[src/rtl/rv_mc_ctrl.sv]
// ---------------------------------------------------------------------------
// rv_mc_ctrl
// Multi-cycle control FSM for an RV32I core. Sequences fetch, decode,
// execute, memory and writeback. Drives the ALU operation and the operand
// and result muxes, and resolves branches from the ALU Z/N flags. Also runs
// the memory request/ready handshake.
//
// Optional feature macro: ILLEGAL_TRAP_EN
//   defined   : an unknown opcode parks the FSM in S_BADOP with illegal=1
//               until reset
//   undefined : S_BADOP is a one-cycle NOP back to fetch; illegal stays 0
//
// Parameters:
//   RESET_HOLD  cycles spent in S_RESET after rst_n releases (min 1)
//
// Ports:
//   clk, rst_n            clock (rising edge), async active-low reset
//   op, funct3, funct7b5  instruction fields from the registered IR
//   alu_z, alu_n          ALU zero / negative (ltu for sltu op) flags
//   mem_ready             memory completes the current access this cycle
//   mem_req, mem_we       memory request and write strobe
//   adr_src               address mux: 0=PC, 1=ALU result register
//   ir_write, pc_write    IR/oldPC latch enable, PC update enable
//   reg_write             register file write enable
//   alu_src_a             0=PC, 1=oldPC, 2=rs1
//   alu_src_b             0=rs2, 1=imm, 2=const 4
//   result_src            0=ALU reg, 1=mem data, 2=ALU direct
//   imm_src               0=I, 1=S, 2=B, 3=J, 4=U
//   alu_control           ALU op code
//   illegal               illegal-opcode indicator
// ---------------------------------------------------------------------------
module rv_mc_ctrl #(
    parameter int RESET_HOLD = 1
) (
    input  logic       clk,
    input  logic       rst_n,
    input  logic [6:0] op,
    input  logic [2:0] funct3,
    input  logic       funct7b5,
    input  logic       alu_z,
    input  logic       alu_n,
    input  logic       mem_ready,
    output logic       mem_req,
    output logic       mem_we,
    output logic       adr_src,
    output logic       ir_write,
    output logic       pc_write,
    output logic       reg_write,
    output logic [1:0] alu_src_a,
    output logic [1:0] alu_src_b,
    output logic [1:0] result_src,
    output logic [2:0] imm_src,
    output logic [3:0] alu_control,
    output logic       illegal
);

    localparam int CW = $clog2(RESET_HOLD + 1);

    typedef enum logic [3:0] {
        S_RESET, S_FETCH, S_DECODE, S_MEMADR,
        S_MEMRD, S_MEMWB, S_MEMWR, S_EXECR,
        S_EXECI, S_ALUWB, S_BRANCH, S_JAL,
        S_JALWB, S_JALR, S_LUI,   S_BADOP
    } state_t;

    state_t        state_q, state_d;
    logic [CW-1:0] hold_q, hold_d;

    // State and reset-hold counter. The async reset forces S_RESET, so every
    // output (all decoded from state) drops immediately, including mem_req.
    always_ff @(posedge clk or negedge rst_n) begin
        if (!rst_n) begin
            state_q <= S_RESET;
            hold_q  <= '0;
        end else begin
            state_q <= state_d;
            hold_q  <= hold_d;
        end
    end

    // Next-state and output decode. Every output defaults to 0 so that each
    // state only names the controls it actually uses.
    always_comb begin
        state_d     = state_q;
        hold_d      = hold_q;
        mem_req     = 1'b0;
        mem_we      = 1'b0;
        adr_src     = 1'b0;
        ir_write    = 1'b0;
        pc_write    = 1'b0;
        reg_write   = 1'b0;
        alu_src_a   = 2'd0;
        alu_src_b   = 2'd0;
        result_src  = 2'd0;
        imm_src     = 3'd0;
        alu_control = 4'b0000;
        illegal     = 1'b0;

        case (state_q)
            S_RESET: begin
                // The first edge after release only advances the counter, so
                // a release near an edge still gets RESET_HOLD full cycles.
                if (hold_q == CW'(RESET_HOLD)) begin
                    state_d = S_FETCH;
                end else begin
                    hold_d = hold_q + 1'b1;
                end
            end
            S_FETCH: begin
                mem_req = 1'b1;
                if (mem_ready) begin
                    ir_write  = 1'b1;
                    pc_write  = 1'b1;
                    alu_src_b = 2'd2;
                    state_d   = S_DECODE;
                end
            end
            S_DECODE: begin
                // Branch target oldPC + B-imm is computed speculatively here.
                alu_src_a = 2'd1;
                alu_src_b = 2'd1;
                imm_src   = 3'd2;
                case (op)
                    7'b0000011, 7'b0100011: state_d = S_MEMADR;
                    7'b0110011:             state_d = S_EXECR;
                    7'b0010011:             state_d = S_EXECI;
                    7'b1100011:             state_d = S_BRANCH;
                    7'b1101111:             state_d = S_JAL;
                    7'b1100111:             state_d = S_JALR;
                    7'b0110111:             state_d = S_LUI;
                    default:                state_d = S_BADOP;
                endcase
            end
            S_MEMADR: begin
                // op[5] separates store (0100011) from load (0000011).
                alu_src_a = 2'd2;
                alu_src_b = 2'd1;
                imm_src   = op[5] ? 3'd1 : 3'd0;
                state_d   = op[5] ? S_MEMWR : S_MEMRD;
            end
            S_MEMRD: begin
                mem_req = 1'b1;
                adr_src = 1'b1;
                if (mem_ready) state_d = S_MEMWB;
            end
            S_MEMWB: begin
                reg_write  = 1'b1;
                result_src = 2'd1;
                state_d    = S_FETCH;
            end
            S_MEMWR: begin
                mem_req = 1'b1;
                mem_we  = 1'b1;
                adr_src = 1'b1;
                if (mem_ready) state_d = S_FETCH;
            end
            S_EXECR, S_EXECI: begin
                alu_src_a = 2'd2;
                alu_src_b = (state_q == S_EXECI) ? 2'd1 : 2'd0;
                case (funct3)
                    3'b000: alu_control = (state_q == S_EXECR && funct7b5) ? 4'b0001 : 4'b0000;
                    3'b001: alu_control = 4'b0111;
                    3'b010: alu_control = 4'b0101;
                    3'b011: alu_control = 4'b1010;
                    3'b100: alu_control = 4'b0110;
                    3'b101: alu_control = funct7b5 ? 4'b1001 : 4'b1000;
                    3'b110: alu_control = 4'b0011;
                    default: alu_control = 4'b0010;
                endcase
                state_d = S_ALUWB;
            end
            S_ALUWB: begin
                reg_write = 1'b1;
                state_d   = S_FETCH;
            end
            S_BRANCH: begin
                // Unsigned compares use sltu so that N carries ltu; the signed
                // and equality compares use a plain subtract.
                alu_src_a   = 2'd2;
                alu_control = (funct3[2:1] == 2'b11) ? 4'b1010 : 4'b0001;
                case (funct3)
                    3'b000:  pc_write = alu_z;
                    3'b001:  pc_write = ~alu_z;
                    3'b100,
                    3'b110:  pc_write = alu_n;
                    3'b101,
                    3'b111:  pc_write = ~alu_n;
                    default: pc_write = 1'b0;
                endcase
                state_d = S_FETCH;
            end
            S_JAL: begin
                pc_write = 1'b1;
                state_d  = S_JALWB;
            end
            S_JALWB: begin
                // Link value is oldPC + 4.
                alu_src_a  = 2'd1;
                alu_src_b  = 2'd2;
                result_src = 2'd2;
                reg_write  = 1'b1;
                state_d    = S_FETCH;
            end
            S_JALR: begin
                alu_src_a  = 2'd2;
                alu_src_b  = 2'd1;
                result_src = 2'd2;
                pc_write   = 1'b1;
                state_d    = S_JALWB;
            end
            S_LUI: begin
                // Datapath forces rs1 to x0 for LUI, so this is 0 + U-imm.
                alu_src_a = 2'd2;
                alu_src_b = 2'd1;
                imm_src   = 3'd4;
                state_d   = S_ALUWB;
            end
            S_BADOP: begin
`ifdef ILLEGAL_TRAP_EN
                illegal = 1'b1;
                state_d = S_BADOP;
`else
                state_d = S_FETCH;
`endif
            end
            default: state_d = S_RESET;
        endcase
    end

endmodule

[config.mk]
export PLATFORM = sky130hd
export DESIGN_NAME = rv_mc_ctrl
export DESIGN_NICKNAME = d
export VERILOG_FILES = /design/src/rtl/rv_mc_ctrl.sv
export SDC_FILE = /design/constraint.sdc
export NUM_CORES = 1
export LEC_CHECK = 0
export CAP_MARGIN = 20
export CORE_MARGIN = 3
export CORE_UTILIZATION = 25
export DETAILED_ROUTE_END_ITERATION = 16
export GPL_ROUTABILITY_DRIVEN = 1
export PLACE_DENSITY_LB_ADDON = 0.15
export SLEW_MARGIN = 10
export SYNTH_ARGS = -nofsm -noshare
export SYNTH_HDL_FRONTEND = slang
export SYNTH_SLANG_ARGS = --single-unit
[constraint.sdc]
create_clock -name clk -period 2.1 [get_ports clk]
set_input_delay 0.63 -clock clk [delete_from_list [all_inputs] [get_ports clk]]
set_output_delay 0.63 -clock clk [all_outputs]
set_load 0.01 [all_outputs]
==> PnR_summary.wiki <==
{| class="wikitable"
! Metric !! Value
|-
| Upper clock frequency limit || 444 MHz
|-
| Synthesized flop and latch total || 5
|-
| Clk Tree Root Cell || clkbuf_8
|-
| Number of synthesis warnings || 0
|-
| Post-synth top area cell || dfrtp_1
|-
| Placement Cell Area || ~0.0016 mm2
|-
| Vertical extent of the die || ~66 um
|-
| First-pass iteration count of the detailed router || 4
|-
| Register clock-pin slew on the reported worst setup and hold paths || 0.04 ns
|-
| Clock latency on the worst-skew pair || approximately 0.22 ns
|-
| Sequential-to-total area share from yosys stat || 0.137
|-
| Number of hold violations in the final report || 0
|-
| Pin count of the biggest net entering global routing || 10
|-
| Setup TNS || -0.443 ns
|-
| Arr. time, crit path || 1.62 ns
|-
| CTS Hold Bufs || 0
|-
| Post-detail-place hpwl || 2.61 mm
|-
| Area inside the core boundary || ~0.0034 mm2
|-
| Worst hold-check path type || register to register
|-
| Number of buffers inserted during clock tree synthesis || 3
|-
| Count of non-filler cells in the finished layout || 267
|-
| Final period utilization || 1.07
|-
| Initial antenna violation count || 0
|-
| Die Wd || 66.5 um
|-
| Total count of max-transition violations in the final report || 0
|-
| Clk buf depth || 2
|-
| Net count, final || 240
|-
| Share of cells above drive strength 1 || 0.552
|-
| Post-synthesis instance area || 915 um2
|-
| Remaining global-route overflow || 0
|-
| Area delta synth->final || 93.4%
|-
| Kind of start point of the critical path || primary input
|-
| Unrepaired setup endpoints after global routing || true
|-
| Yosys cell types || 47
|-
| CTS tree || yes
|-
| DRC violation total after the first TritonRoute iteration || 43
|-
| Worst Setup End Kind || output pin
|-
| DR WL/cell || 12.6 um
|-
| Global placer's final weighted congestion || roughly 0.85
|-
| Req. time, crit path || 1.47 ns
|-
| DRC errors left || 0
|-
| WS Path Type || primary input to output pin
|-
| CP Max Fanout || 3
|-
| Number of ports placed on the die boundary || 36
|-
| H-tree depth reported by CTS || 1
|-
| Setup slack of the critical path after layout || -0.154 ns
|-
| Final Critical Period || 2.25 ns
|-
| Top cells by area in the synthesized netlist || dfrtp_1 14%, nand2_1 7.8%, a21oi_1 5.5%, nor2_1 5.3%, o21ai_0 4.9%
|-
| Starting density of the core || 0.266
|-
| Synth top cells by count || 19 x nand2_1, 13 x nor2_1, 10 x a21oi_1, 9 x o21ai_0, 7 x nor3_1
|-
| Number of synthesized flops with an enable pin || 0
|-
| Vias in the first global route || 1301
|-
| Global Route Usage Sum || 0.159
|-
| Max-cap violations || 0
|-
| Total of buffers placed on input and output ports || 34
|-
| ANT nets after route || 0
|-
| Number of nets in the synthesized netlist || ~160
|-
| Leak Pwr || between 0.8 and 0.9 nW
|-
| Endpoints failing setup || 6
|-
| Fill cell total of the finished layout || around 350
|-
| Total non-filler cell area in the finished layout || approximately 0.0018 mm2
|-
| Status || complete, but fails checks
|-
| Cell with the most instances after synthesis || nand2_1
|-
| Gate Count Post-Synth || 138
|-
| Commonest register cell after synthesis || dfrtp_1
|-
| Post-route clock skew || 0.00234 ns
|-
| Sink count of the clock tree || 5
|-
| Worst IR Drop VDD || 0.344 mV
|-
| Failing checks || setup timing
|-
| FFs w/ async S/R, synth || 1.00
|-
| Core occupancy in the finished layout || 0.514
|-
| Cell total after placement || 254
|-
| Synth top area share || 0.137
|-
| Die Outline Area || about 0.0044 mm2
|-
| Synth Area per Inst || around 6.6 um2
|-
| Mean number of vias per cell || 4.66
|-
| Vias || ~1200
|-
| Count of antenna diodes in the layout || 0
|-
| Std-Cell Rows || 21
|-
| Global-route wire length before repair || 5.56 mm
|-
| Total length of routed wires || roughly 3.4 mm
|-
| Power density relative to cell area || between 1000 and 1500 mW/mm2
|}
==> metrics by stage <==
step	setup WS (ns)	hold WS, ns	power [mW]
final	-0.154	0.455	2.06
after global routing	-0.219	0.498	2.23
after CTS	-0.180	0.459	2.02
after detailed placement	-0.983	0.449	1.71
after global placement	-0.950	0.446	1.69
after floorplan	-0.0125	0.334	0.917
==> per-layer routing <==
metal  vias to the layer above  share of wire  GRT usage  routed length (um)
met5                         -              0          0                   0
met4                         0         0.0033     0.0406                  11
met3                         2          0.035     0.0135                 119
met2                        25           0.51      0.305                1740
met1                       567           0.45      0.186                1500
li1                        651              -          -                   -
==> critical path: stages <==
cell and delay, ns:
buf_8 0.11, ha_4 0.14, mux2_4 0.26, o21ai_2 0.13, nand2_1 0.05, a21o_1 0.17
buf_2 0.13
==> cells by family (layout without fill, tap and decap cells) <==
kind of cell / count (synthesis) / count (layout) / share of synthesized area
xor gates and xnor gates: 2 / 2 / 0.0192
adders and majority gates: 2 / 2 / 0.0274
and+or+nand+nor: 62 / 62 / 0.352
other: 1 / 1 / 0.00410
AOI/OAI and AO/OA: 46 / 46 / 0.327
DFF: 5 / 5 / 0.137
muxes: 2 / 2 / 0.0233
buffers and inverters: 18 / 101 / 0.111
==> path summary, 6_finish.rpt <==
kind / startpoint / end / slack (ns) / cells past startpoint
max: funct3[0] / pc_write / -0.15 / 7
min: hold_q$_DFFE_PN0N_ / hold_q$_DFFE_PN0N_ / 0.45 / 1
max in group asynchronous: rst_n / state_q[1]$_DFFE_PN0P_ / 1.27 / 1
min in group asynchronous: rst_n / hold_q$_DFFE_PN0N_ / 0.63 / 1
max reg2reg: state_q[2]$_DFFE_PN0P_ / state_q[1]$_DFFE_PN0P_ / 0.52 / 7
min reg2reg: hold_q$_DFFE_PN0N_ / hold_q$_DFFE_PN0N_ / 0.45 / 1
==> cell usage in the layout, fill, tap and decap left out, drive strengths merged, types with 5 or more instances in the layout <==
cell type      count
nor2              14
clkbuf             8
nor2b              5
dfrtp              5
nand2             19
a21o               5
inv                5
buf               74
clkdlybuf4s50      7
o21ai             16
a21oi             12
nor3               7
==> flip-flops by register name (all words and copies together), names as in the netlist <==
| signal | cells |
|---|---|
| state_q | 4 |
| hold_q | 1 |
==> where the power goes <==
| group | leakage (nW) | total, mW | internal (mW) | switching, mW |
|---|---|---|---|---|
| logic | 0.776 | 1.69 | 0.877 | 0.814 |
| clock network | 0.0228 | 0.180 | 0.130 | 0.0493 |
| registers | 0.0556 | 0.194 | 0.137 | 0.0577 |
==> layout make-up <==
class	instances	area, um2	share of cell area
flip-flops and latches	5	128	0.0721
multi-input cells	115	828	0.468
clock buffers	4	45.0	0.0255
inverters	7	31.3	0.0177
well taps	46	57.6	0.0325
repair buffers	90	679	0.384
==> timing repair <==
action,CTS,global route
pin swaps,13,12
resized for setup,103,30
endpoints found under the setup margin,19,16
buffers inserted,8,2
No activity file was read; power rests on OpenSTA's default activity.
